===== src/rtl/lane_deskew.sv =====
// lane_deskew: receive-side two-lane deskew buffer (clk_f domain).
//
// Each lane locks to an alignment marker word; the non-marker words that
// follow are buffered in a per-lane circular FIFO. Pairs are released in
// lockstep, so lane_0 word k always leaves together with lane_1 word k,
// despite up to DEPTH-1 cycles of inter-lane skew and independent valid gaps.
//
// Ports:
//   clk_f      in   sole clock, rising edge
//   reset      in   synchronous, active-high
//   lane_0/1   in   received lane words (DATA_WIDTH)
//   valid_0/1  in   lane word qualifiers
//   lane_0_out out  deskewed lane 0 word (holds when no pair is released)
//   lane_1_out out  deskewed lane 1 word (holds when no pair is released)
//   valid_out  out  a matched pair is on lane_*_out this cycle
//   aligned    out  high while in the ALIGNED state
//   skew_err   out  one-cycle pulse on lock timeout or FIFO overflow
//
// DEPTH must be at least 2.
module lane_deskew #(
    parameter int                    DATA_WIDTH = 32,
    parameter int                    DEPTH      = 4,
    parameter logic [DATA_WIDTH-1:0] ALIGN_WORD = 32'hBCBC_BCBC
) (
    input  logic                  clk_f,
    input  logic                  reset,
    input  logic [DATA_WIDTH-1:0] lane_0,
    input  logic                  valid_0,
    input  logic [DATA_WIDTH-1:0] lane_1,
    input  logic                  valid_1,
    output logic [DATA_WIDTH-1:0] lane_0_out,
    output logic [DATA_WIDTH-1:0] lane_1_out,
    output logic                  valid_out,
    output logic                  aligned,
    output logic                  skew_err
);

    localparam int PW = $clog2(DEPTH);
    localparam int CW = $clog2(DEPTH + 1);
    localparam logic [CW-1:0] DEPTH_C  = CW'(DEPTH);
    localparam logic [PW-1:0] PTR_LAST = PW'(DEPTH - 1);

    typedef enum logic [1:0] {SEARCH, LOCKING, ALIGNED} state_t;

    state_t                         state_q, state_d;
    logic [1:0]                     armed_q, armed_d;
    logic [CW-1:0]                  cnt_q, cnt_d;
    logic [1:0][PW-1:0]             rp_q, wp_q;
    logic [1:0][CW-1:0]             occ_q;
    logic [DATA_WIDTH-1:0]          mem_q [2][DEPTH];
    logic [1:0][DATA_WIDTH-1:0]     out_q;
    logic                           valid_q, aligned_q, skew_err_q;

    logic [1:0][DATA_WIDTH-1:0]     lane_in;
    logic [1:0]                     mark, push, full, empty;
    logic                           pop, late_mark, timeout, overflow, err;

    function automatic logic [PW-1:0] ptr_inc(input logic [PW-1:0] p);
        return (p == PTR_LAST) ? '0 : p + 1'b1;
    endfunction

    assign lane_in = {lane_1, lane_0};

    always_comb begin
        mark[0] = valid_0 && (lane_0 == ALIGN_WORD);
        mark[1] = valid_1 && (lane_1 == ALIGN_WORD);
        // Markers are never stored; only armed lanes accept data.
        push[0] = armed_q[0] && valid_0 && !mark[0];
        push[1] = armed_q[1] && valid_1 && !mark[1];
        for (int l = 0; l < 2; l++) begin
            full[l]  = (occ_q[l] == DEPTH_C);
            empty[l] = (occ_q[l] == '0);
        end
    end

    // Pop decision uses pre-push occupancy, so a word needs one edge in
    // the FIFO before it can be released.
    assign pop       = (state_q == ALIGNED) && !empty[0] && !empty[1];
    assign late_mark = (mark[0] && !armed_q[0]) || (mark[1] && !armed_q[1]);
    assign timeout   = (state_q == LOCKING) && (cnt_q >= DEPTH_C);
    assign overflow  = (state_q != SEARCH) && !pop &&
                       ((push[0] && full[0]) || (push[1] && full[1]));
    assign err       = timeout || overflow;

    always_comb begin
        state_d = state_q;
        armed_d = armed_q;
        cnt_d   = cnt_q;
        case (state_q)
            SEARCH: begin
                if (mark[0] && mark[1]) begin
                    state_d = ALIGNED;
                    armed_d = 2'b11;
                end else if (mark[0] || mark[1]) begin
                    state_d = LOCKING;
                    armed_d = mark;
                    cnt_d   = CW'(1);
                end
            end
            LOCKING: begin
                // Repeat markers on the armed lane don't count as late_mark,
                // so they cannot restart the skew window.
                cnt_d = cnt_q + 1'b1;
                if (late_mark && (cnt_q < DEPTH_C)) begin
                    state_d = ALIGNED;
                    armed_d = 2'b11;
                end
            end
            default: ;
        endcase
        if (err) begin
            state_d = SEARCH;
            armed_d = 2'b00;
            cnt_d   = '0;
        end
    end

    always_ff @(posedge clk_f) begin
        if (reset) begin
            state_q    <= SEARCH;
            armed_q    <= 2'b00;
            cnt_q      <= '0;
            rp_q       <= '0;
            wp_q       <= '0;
            occ_q      <= '0;
            out_q      <= '0;
            valid_q    <= 1'b0;
            aligned_q  <= 1'b0;
            skew_err_q <= 1'b0;
        end else begin
            state_q    <= state_d;
            armed_q    <= armed_d;
            cnt_q      <= cnt_d;
            aligned_q  <= (state_d == ALIGNED);
            skew_err_q <= err;
            valid_q    <= pop && !err;
            if (err) begin
                rp_q  <= '0;
                wp_q  <= '0;
                occ_q <= '0;
            end else begin
                for (int l = 0; l < 2; l++) begin
                    if (pop) begin
                        out_q[l] <= mem_q[l][rp_q[l]];
                        rp_q[l]  <= ptr_inc(rp_q[l]);
                    end
                    if (push[l])
                        wp_q[l] <= ptr_inc(wp_q[l]);
                    occ_q[l] <= occ_q[l] + CW'(push[l]) - CW'(pop);
                end
            end
        end
    end

    // Storage needs no reset; pointers and occupancy define what is valid.
    always_ff @(posedge clk_f) begin
        for (int l = 0; l < 2; l++)
            if (push[l])
                mem_q[l][wp_q[l]] <= lane_in[l];
    end

    assign lane_0_out = out_q[0];
    assign lane_1_out = out_q[1];
    assign valid_out  = valid_q;
    assign aligned    = aligned_q;
    assign skew_err   = skew_err_q;

endmodule


===== config.mk =====
export PLATFORM = sky130hd
export DESIGN_NAME = lane_deskew
export DESIGN_NICKNAME = d
export VERILOG_FILES = /design/src/rtl/lane_deskew.sv
export SDC_FILE = /design/constraint.sdc
export NUM_CORES = 1
export LEC_CHECK = 0
export CAP_MARGIN = 40
export CORE_AREA = 2 2 173 175
export CTS_BUF_LIST = sky130_fd_sc_hd__clkbuf_8
export CTS_CLUSTER_SIZE = 25
export DETAILED_ROUTE_END_ITERATION = 10
export DIE_AREA = 0 0 175 177
export DONT_BUFFER_PORTS = 1
export GPL_ROUTABILITY_DRIVEN = 0
export PLACE_DENSITY_LB_ADDON = 0.15
export SYNTH_ARGS = -nofsm -noshare
export SYNTH_HDL_FRONTEND = slang
export SYNTH_SLANG_ARGS = --single-unit
export TNS_END_PERCENT = 20

===== constraint.sdc =====
create_clock -name clk_f -period 3.7 [get_ports clk_f]
set_input_delay 1.11 -clock clk_f [delete_from_list [all_inputs] [get_ports clk_f]]
set_output_delay 1.11 -clock clk_f [all_outputs]
set_load 0.005 [all_outputs]

# Yosys cells after proc, flatten, opt, wreduce, memory -nomap -nowiden

Memories as Yosys holds them, arrays and structs flattened.
Cells that the tools add are included.

Reduce and logical (&&, ||, !) cells: 41
Bitwise gates (word level): 5
$add $sub $neg: 9
Mux-type cells: 30
Eq/ne operators: 15
$lt $le $gt $ge: 8

Operators with widths:

| operator                                            | count |
|---|---|
| 2-to-1 mux 128 bit                                  | 2 |
| 2-to-1 mux 32 bit                                   | 6 |
| binary-select mux 32 bit (select 2 bit)             | 2 |
| demux 32 bit (select 2 bit)                         | 2 |
| == test 32 bit (second input constant)              | 2 |
| 2-to-1 mux 2 bit                                    | 11 |
| logical AND 1 bit                                   | 20 |
| >= comparator 3 bit (second input constant)         | 5 |
| == test 2 bit (second input constant)               | 6 |
| inverter 2 -> 3 bit                                 | 4 |
| adder 2 x 1 -> 2 bit (second input constant)        | 4 |
| zero test 1 bit                                     | 8 |
| case mux 2 bit (2 select lines)                     | 2 |
| adder 3 x 1 -> 3 bit                                | 2 |
| == test 3 bit (second input constant)               | 2 |
| zero test 3 bit                                     | 2 |
| < comparator 3 x 1 -> 1 bit (second input constant) | 2 |
| 2-to-1 mux 3 bit                                    | 2 |
| case mux 3 bit (2 select lines)                     | 1 |
| AND reduction 3 bit                                 | 2 |
| subtractor 3 x 1 -> 3 bit                           | 2 |
| logical OR 1 bit                                    | 4 |
| inequality test 2 bit (second input constant)       | 2 |
| nonzero test 2 bit                                  | 2 |
| other kinds (10)                                    | 11 |

Memories kept: 1
Flip-flop bits (word level): 88
Word-level logic and storage cells: 123
Memory bits (writable): 256

Memories:

| name  | words | width | read ports | clocked after Yosys merged registers in | wr ports | line | RTL |
|---|---|---|---|---|---|---|---|
| mem_q | 2     | 128   | 2          | 0                                       | 2        | 50   | `logic [DATA_WIDTH-1:0] mem_q [2][DEPTH];` |

# Depth between registers and ports, before layout

Gate-level depths: netlist of the first run.

Depth after elaboration: 10
Mapped depth: 12
Mapped depth without buffers: 11

# Least setup slack after synthesis of the first run

Ideal clock, no wire load.

Path kind: input-to-reg
From: in lane_0[15]
To: mem mem_q[0][0] (netlist bit) (enable)
Path slack: 38 ps
Stages: 5
Data arrival time: 3240 ps
Setup time: 421 ps
Required time: 3279 ps
Cells stage by stage: or4b_1 > nor4_2 > a31oi_1 > inv_1 > nor2_1

RTL lines:

| element            | line | RTL |
|---|---|---|
| start: declaration | 27   | `input logic [DATA_WIDTH-1:0] lane_0,` |
| end: declaration   | 50   |  |

# Worst setup path in the final report of the first run

From: in lane_0[17]
To: reg occ_q[2] (netlist bit)

Longest elaborated chain between the ends: 9
Elaborated cells between the ends (all ways): 11
Those cells by class: 2 x add/sub; 1 x eq/ne; 8 x reduce/logical

Ends and longest elaborated chain:

| element                                                      | line | RTL |
|---|---|---|
| == test 32 bit *                                             | 65   | `mark[0] = valid_0 && (lane_0 == ALIGN_WORD);` |
| logical AND 1 bit *                                          | 65   |  |
| zero test 1 bit *                                            | 68   | `push[0] = armed_q[0] && valid_0 && !mark[0];` |
| logical AND 1 bit *                                          | 68   |  |
| branches (longest 5 deep; another with adder 3 x 1 -> 3 bit) | n/a  |  |
| end signal: indexed assignment                               | 149  | `occ_q[l] <= occ_q[l] + CW'(push[l]) - CW'(pop);` |
| end: declaration                                             | 49   | `logic [1:0][CW-1:0] occ_q;` |

Mark *: on every way between the ends.
A chain may end at the register's enable or synchronous reset.

==> run metrics, run 1 <==
status=completed; Die Ht=177 µm; global-route wire length before repair=41.8 mm; top-area cell type share of the netlist area=59.5%; Reg clk slew, reported paths=0.06 ns; ys flop type=edfxtp_1; CTS H-tree lvls=2; Max stage delay cell, worst path=or4bb_1; VDD IR-drop max=0.322 mV; # clock sinks=344; Flop pwr share=56.2%; final non-filler cell total=1,270; Fmax=308 MHz; Power Dens Cells=499 nW/µm²; Die Span X=175 µm; Vias/cell=5.33; CTS tree=yes; clk_lat worst skew=0.58 ns; CTS Hold Bufs=0; crit path time final=3.25 ns; worst hold path type=flop to flop; Crit path required time=4.16 ns; Worst Max-Slew Pin Slew=0.893 ns; RSZ-0062 raised after global routing=false; clk_skew=0.0317 ns; MaxCap Viol Count=0; critical-path cell list=or4bb_1 -> nor4_1 -> buf_4 -> a31oi_1 -> inv_1 -> ha_1 -> inv_1 -> ha_1 -> fa_1 -> xnor2_1 -> xnor2_1 -> nor2_2; DR iter-0 viols=395; top cells by area, synth=edfxtp_1 (60%), dfxtp_1 (14%), mux4_2 (11%); net count after synthesis=874; register area share after synthesis=73.2%; Final setup viols=0; Post-CTS Setup Inserts=0; WP data arrival=3.71 ns; Internal Power=5.90 mW; P_sw=1.46 mW; Die Area=31,000 µm²; post_cts resized=0; number of port buffers=0; post-synth top area cell=edfxtp_1; Slew headroom=40.5%; nets=918; leakage power=4.69 nW; total global-route track usage=17.7%; Cell variety after synth=46; ant diodes=0; grt total ovfl=0; ys async rst share=0%; fin area=14,800 µm²; hold slack=0.469 ns; total negative slack=0 ns; final wirelength=27.1 mm; crit path launch type=primary input; drt pass-1 iters=6; Post-DP HPWL=16.6 mm; DRC Markers=0; Switching Share=19.9%; row cnt=63; placed cell count=1,165; final slew viol count=0; Inserted Clock Buffers=56; Post-Synthesis Cells=789; Clk pwr share=43.6%; crit-path max FO=5; Clock Path Buffers=3; number of antenna violations at the first check in global routing=1; placed inst area=13,700 µm²; Post-synth EDFFs=256; Worst Setup End Kind=flop; Combinational Power Share=0.2%; CP peak stage delay=0.57 ns; Initial Util=44.1%; Tcrit/Tclk final=87.8%; Mapped Area=12,900 µm²; Root Driver=clkbuf_8; largest net degree at the start of global routing=73; Yosys reg bits=344; Std-Cell Core Area=29,200 µm²; number of top-level pins=135; Final Hold Fails=0; Antenna Nets Post-Route=0; share of cells above drive strength 1=22.3%; setup slack at placement=-0.0874 ns; Mean Syn Cell Area=16.4 µm²; final worst slack=0.452 ns; vias=6,764; vias in the first global route=7,360; Synth Warn #=0; CP Class=primary input to flop; Wirelength per Cell=21.3 µm; synthesis-to-finish area growth=14.4%
==> registers in the layout (all words and copies together), names as in the netlist, 2 cells and up <==
signal      cells
occ_q           6
wp_q            4
rp_q            4
armed_q         2
lane_1_out     32
cnt_q           3
lane_0_out     32
mem_q         256
state_q         2
==> through the flow <==
| stage | utilization (%) | power (mW) |
|---|---|---|
| 6_report | 50.5 | 7.36 |
| 2_1_floorplan | - | 4.24 |
| 4_1_cts | 50.5 | 7.46 |
| 5_1_grt | 50.5 | 7.61 |
| 3_3_place_gp | 46.1 | 4.24 |
| 3_5_place_dp | 46.7 | 4.24 |
==> routing by layer <==
layer  wire length (µm)  part of all wire [%]  GRT usage, %
met5                  0                     0             0
met4                629                   2.3          5.87
met3               1830                   6.8          5.11
met2              13400                    49          29.5
met1              11300                    42          22.4
==> worst paths after layout <==
kind                 startpoint             to  slack [ns]  cells after the start
hold / removal    lane_1_out[1]  lane_1_out[1]        0.47                      2
hold reg to reg   lane_1_out[1]  lane_1_out[1]        0.47                      2
setup / recovery     lane_0[17]       occ_q[2]        0.45                     12
setup reg to reg     state_q[1]        rp_q[1]        1.06                      7
==> cell usage in the layout (no fill, tap or decap), drive strengths merged, types with 5 or more instances in the layout <==
| cell type | netlist | final |
|---|---|---|
| xnor2 | 5 | 5 |
| nand4 | 5 | 5 |
| clkbuf | 31 | 59 |
| edfxtp | 256 | 256 |
| nor2 | 22 | 22 |
| nor3 | 6 | 6 |
| ha | 15 | 15 |
| dfxtp | 88 | 88 |
| a21oi | 75 | 75 |
| clkinv | 0 | 16 |
| mux4 | 64 | 64 |
| inv | 18 | 43 |
| nand4b | 5 | 5 |
| buf | 9 | 26 |
| nand2 | 140 | 140 |
==> cells in the mapped netlist (4+ instances only) <==
master      n
mux4_2     64
xnor2_1     5
nand4_1     4
nor2_1     14
nor3_1      6
inv_1      18
a21oi_1    73
or4b_1      4
edfxtp_1  256
nand3b_1    4
nor2_2      8
dfxtp_1    88
buf_1       6
and3_1      4
ha_1       15
clkbuf_1   31
nand4b_1    5
nand2_1   140
==> cell type report <==
type                    instances  area [µm²]
fillers                      2461       14500
flip-flops and latches        344        9450
multi-input cells             387        3290
clock buffers                  59         812
well taps                     390         488
repair buffers                 26         358
clock inverters                46         297
inverters                      18        67.6
==> worst max-delay path: cells and delay by family <==
kind	cells	cell delay, ns
buf+inv	3	0.35
xor+xnor	2	0.38
compound gates	1	0.11
fa+ha+maj	3	0.69
simple gates	3	1.05
==> kinds of logic after synthesis <==
group           synth area share [%]
buf+inv                         1.76
flops                           73.2
compound gates                  3.84
fa+ha+maj                       1.76
simple gates                    7.70
xor+xnor                       0.339
mux                             11.4
==> power by group through the flow <==
stage          Clock [mW]  Combinational [mW]  Sequential (mW)
6_report             3.21              0.0169             4.14
3_3_place_gp            0              0.0172             4.22
3_5_place_dp            0              0.0173             4.22
5_1_grt              3.46              0.0185             4.14
4_1_cts              3.30              0.0174             4.14
2_1_floorplan           0              0.0212             4.22
No activity file was read; power rests on OpenSTA's default activity.
==> run 2: changes to the inputs <==
ABC_AREA = 1   (was default)
CORE_AREA = 2 2 177 179   (was 2 2 173 175)
DIE_AREA = 0 0 179 181   (was 0 0 175 177)
==> run 2 against run 1 <==
Non-clock buffer count rose by 2. Sequential power rose by 2%. Sequential share of layout area fell by 1.7 points. Wire length rose by 16%. Sequential cell count did not move. Synthesized cell count rose by 56%. Final area rose by 2.7%. Via count rose by 30%. Clock skew fell by 0.0013 ns. Hold slack improved by 0.014 ns. Final cell count rose by 34%. Die area rose by 4.6%. Highest routed layer unchanged.
==> run metrics, run 2 <==
Max stage delay cell, worst path=fa_1 (was or4bb_1); RSZ-0062 raised after global routing=false (unchanged); nets=1,342 (was 918); largest net degree at the start of global routing=68 (was 73); drt pass-1 iters=5 (was 6); Post-Synthesis Cells=1,230 (was 789); ys async rst share=0% (unchanged); number of antenna violations at the first check in global routing=0 (was 1); number of top-level pins=135 (unchanged); total negative slack=0 ns (unchanged); P_sw=1.62 mW (was 1.46 mW); Die Ht=181 µm (was 177 µm); Final Hold Fails=0 (unchanged); Initial Util=44.4% (was 44.1%); Worst Max-Slew Pin Slew=0.701 ns (was 0.893 ns); clk_lat worst skew=0.61 ns (was 0.58 ns); Die Area=32,400 µm² (was 31,000 µm²); Worst Setup End Kind=flop (unchanged); Synth top cells by count=nor2_1 (331), edfxtp_1 (256), o21ai_0 (193) (was edfxtp_1 (256), nand2_1 (140), dfxtp_1 (88)); Fill cells=2,810 (was 2,461); status=completed (unchanged); Post-CTS Setup Inserts=0 (unchanged); share of cells above drive strength 1=9.43% (was 22.3%); global-route wire length before repair=48.9 mm (was 41.8 mm); VDD IR-drop max=0.280 mV (was 0.322 mV); Clock Path Buffers=3 (unchanged); Clk pwr share=41.5% (was 43.6%); total global-route track usage=19.6% (was 17.7%); Post-DP HPWL=18.7 mm (was 16.6 mm); Mean Syn Cell Area=11.0 µm² (was 16.4 µm²); Std-Cell Core Area=30,300 µm² (was 29,200 µm²); CTS tree=yes (unchanged); net count after synthesis=1,315 (was 874); grt total ovfl=0 (unchanged); Cell variety after synth=29 (was 46); placed cell count=1,594 (was 1,165); Mapped Area=13,500 µm² (was 12,900 µm²); Inserted Clock Buffers=57 (was 56); worst hold path type=flop to flop (unchanged); Combinational Power Share=2.4% (was 0.2%); top cells by area, synth=edfxtp_1 (57%), dfxtp_1 (13%), nor2_1 (9.2%) (was edfxtp_1 (60%), dfxtp_1 (14%), mux4_2 (11%)); vias in the first global route=8,732 (was 7,360); Flop pwr share=56.0% (was 56.2%); DRC Markers=0 (unchanged); Wirelength per Cell=18.5 µm (was 21.3 µm); Crit path required time=4.15 ns (was 4.16 ns); final non-filler cell total=1,700 (was 1,270); Final setup viols=0 (unchanged); top-area cell type share of the netlist area=57.0% (was 59.5%); leakage power=5.50 nW (was 4.69 nW); Slew headroom=53.3% (was 40.5%); CP peak stage delay=0.38 ns (was 0.57 ns); # clock sinks=344 (unchanged); ant diodes=0 (unchanged); most frequent cells in the layout=nor2_1 (323), edfxtp_1 (256), o21ai_0 (193) (was edfxtp_1 (256), nand2_1 (140), dfxtp_1 (84)); Root Driver=clkbuf_8 (unchanged); CTS H-tree lvls=2 (unchanged); Fmax=368 MHz (was 308 MHz); DR iter-0 viols=558 (was 395); clk_skew=0.0303 ns (was 0.0317 ns); WP data arrival=3.17 ns (was 3.71 ns); post-synth top area cell=edfxtp_1 (unchanged); ys flop type=edfxtp_1 (unchanged); crit-path max FO=8 (was 5); placed inst area=14,100 µm² (was 13,700 µm²); Synth Warn #=0 (unchanged); Antenna Nets Post-Route=0 (unchanged); register area share after synthesis=70.1% (was 73.2%); Largest register FFs=256 (unchanged); vias=8,777 (was 6,764); final slew viol count=0 (unchanged); Vias/cell=5.16 (was 5.33); post_cts resized=0 (unchanged); Post-synth EDFFs=256 (unchanged); Switching Share=21.5% (was 19.9%); commonest non-fill, non-tap cell in the layout=nor2_1 (was edfxtp_1); MaxCap Viol Count=0 (unchanged); Yosys reg bits=344 (unchanged); most frequent cell after synthesis=nor2_1 (was edfxtp_1); Tcrit/Tclk final=73.4% (was 87.8%); number of port buffers=0 (unchanged); Reg clk slew, reported paths=0.06 ns (about the same); Internal Power=5.91 mW (was 5.90 mW); Die Span X=179 µm (was 175 µm); critical-path cell list=nand2_1 -> nor2_1 -> nand2_1 -> nor2_1 -> nand3_1 -> nand2_1 -> ha_1 -> inv_1 -> ha_1 -> fa_1 -> xnor2_1 -> xor2_1 -> nor2_1 (was or4bb_1 -> nor4_1 -> buf_4 -> a31oi_1 -> inv_1 -> ha_1 -> inv_1 -> ha_1 -> fa_1 -> xnor2_1 -> xnor2_1 -> nor2_2); synthesis-to-finish area growth=12.4% (was 14.4%); final wirelength=31.4 mm (was 27.1 mm); crit path time final=2.72 ns (was 3.25 ns); CP Class=primary input to flop (unchanged); CTS Hold Bufs=0 (unchanged); Power Dens Cells=497 nW/µm² (was 499 nW/µm²); crit path launch type=primary input (unchanged); Finished Core Util=49.9% (was 50.5%); row cnt=64 (was 63); fin area=15,200 µm² (was 14,800 µm²); Power Total=7.53 mW (was 7.36 mW)
==> run 2: layer usage <==
metal  track usage (%)  share of wire (%)
met1              25.5                 44
met2              32.2                 48
met3              5.01                6.5
met4              5.53                1.9
met5                 0                  0
==> run 2: worst paths after layout <==
kind / slack (ns) / cells after the start / startpoint / end
max: 0.98 / 13 / lane_1[5] / occ_q[5]
min: 0.48 / 2 / cnt_q[1] / cnt_q[1]
max reg2reg: 1.24 / 11 / state_q[1] / occ_q[5]
min reg2reg: 0.48 / 2 / cnt_q[1] / cnt_q[1]
==> run 2: cell type report <==
type	count	area (µm²)	area share, %
Inverter	72	270	1.78
Sequential cell	344	9450	62.4
Tap cell	396	495	3.27
Clock inverter	42	201	1.33
Multi-Input combinational cell	754	3580	23.6
Clock buffer	64	881	5.81
Timing Repair Buffer	28	278	1.83
==> run 2: kinds of logic after synthesis <==
kind of cell             after synthesis  synth area share, %
AO/OA/AOI/OAI                        269                 10.7
buffers and inverters                132                 3.76
AND/OR/NAND/NOR                      464                 13.5
adder cells (fa/ha/maj)               17                 1.69
XOR/XNOR                               4                0.260
flip-flops                           344                 70.1
==> run 2: critical path: cells and delay by family <==
kind / cells / cell delay [ns]
buf+inv: 1 / 0.04
fa+ha+maj: 3 / 0.75
xor+xnor: 2 / 0.35
simple gates: 7 / 0.92
==> run 2: per-stage QoR <==
stage / hold WS, ns / worst slack [ns]
floorplan: 0.451 / 0.326
global placement: 0.461 / 0.429
detailed placement: 0.470 / 0.384
CTS: 0.478 / 1.00
global route: 0.488 / 0.859
finish: 0.483 / 0.983
==> run 2: power by group through the flow <==
stage	Clock [mW]	Combinational [mW]	Sequential, mW
CTS	3.22	0.186	4.22
global placement	0	0.184	4.30
detailed placement	0	0.185	4.30
finish	3.13	0.184	4.22
floorplan	0	0.131	4.29
global route	3.38	0.209	4.22
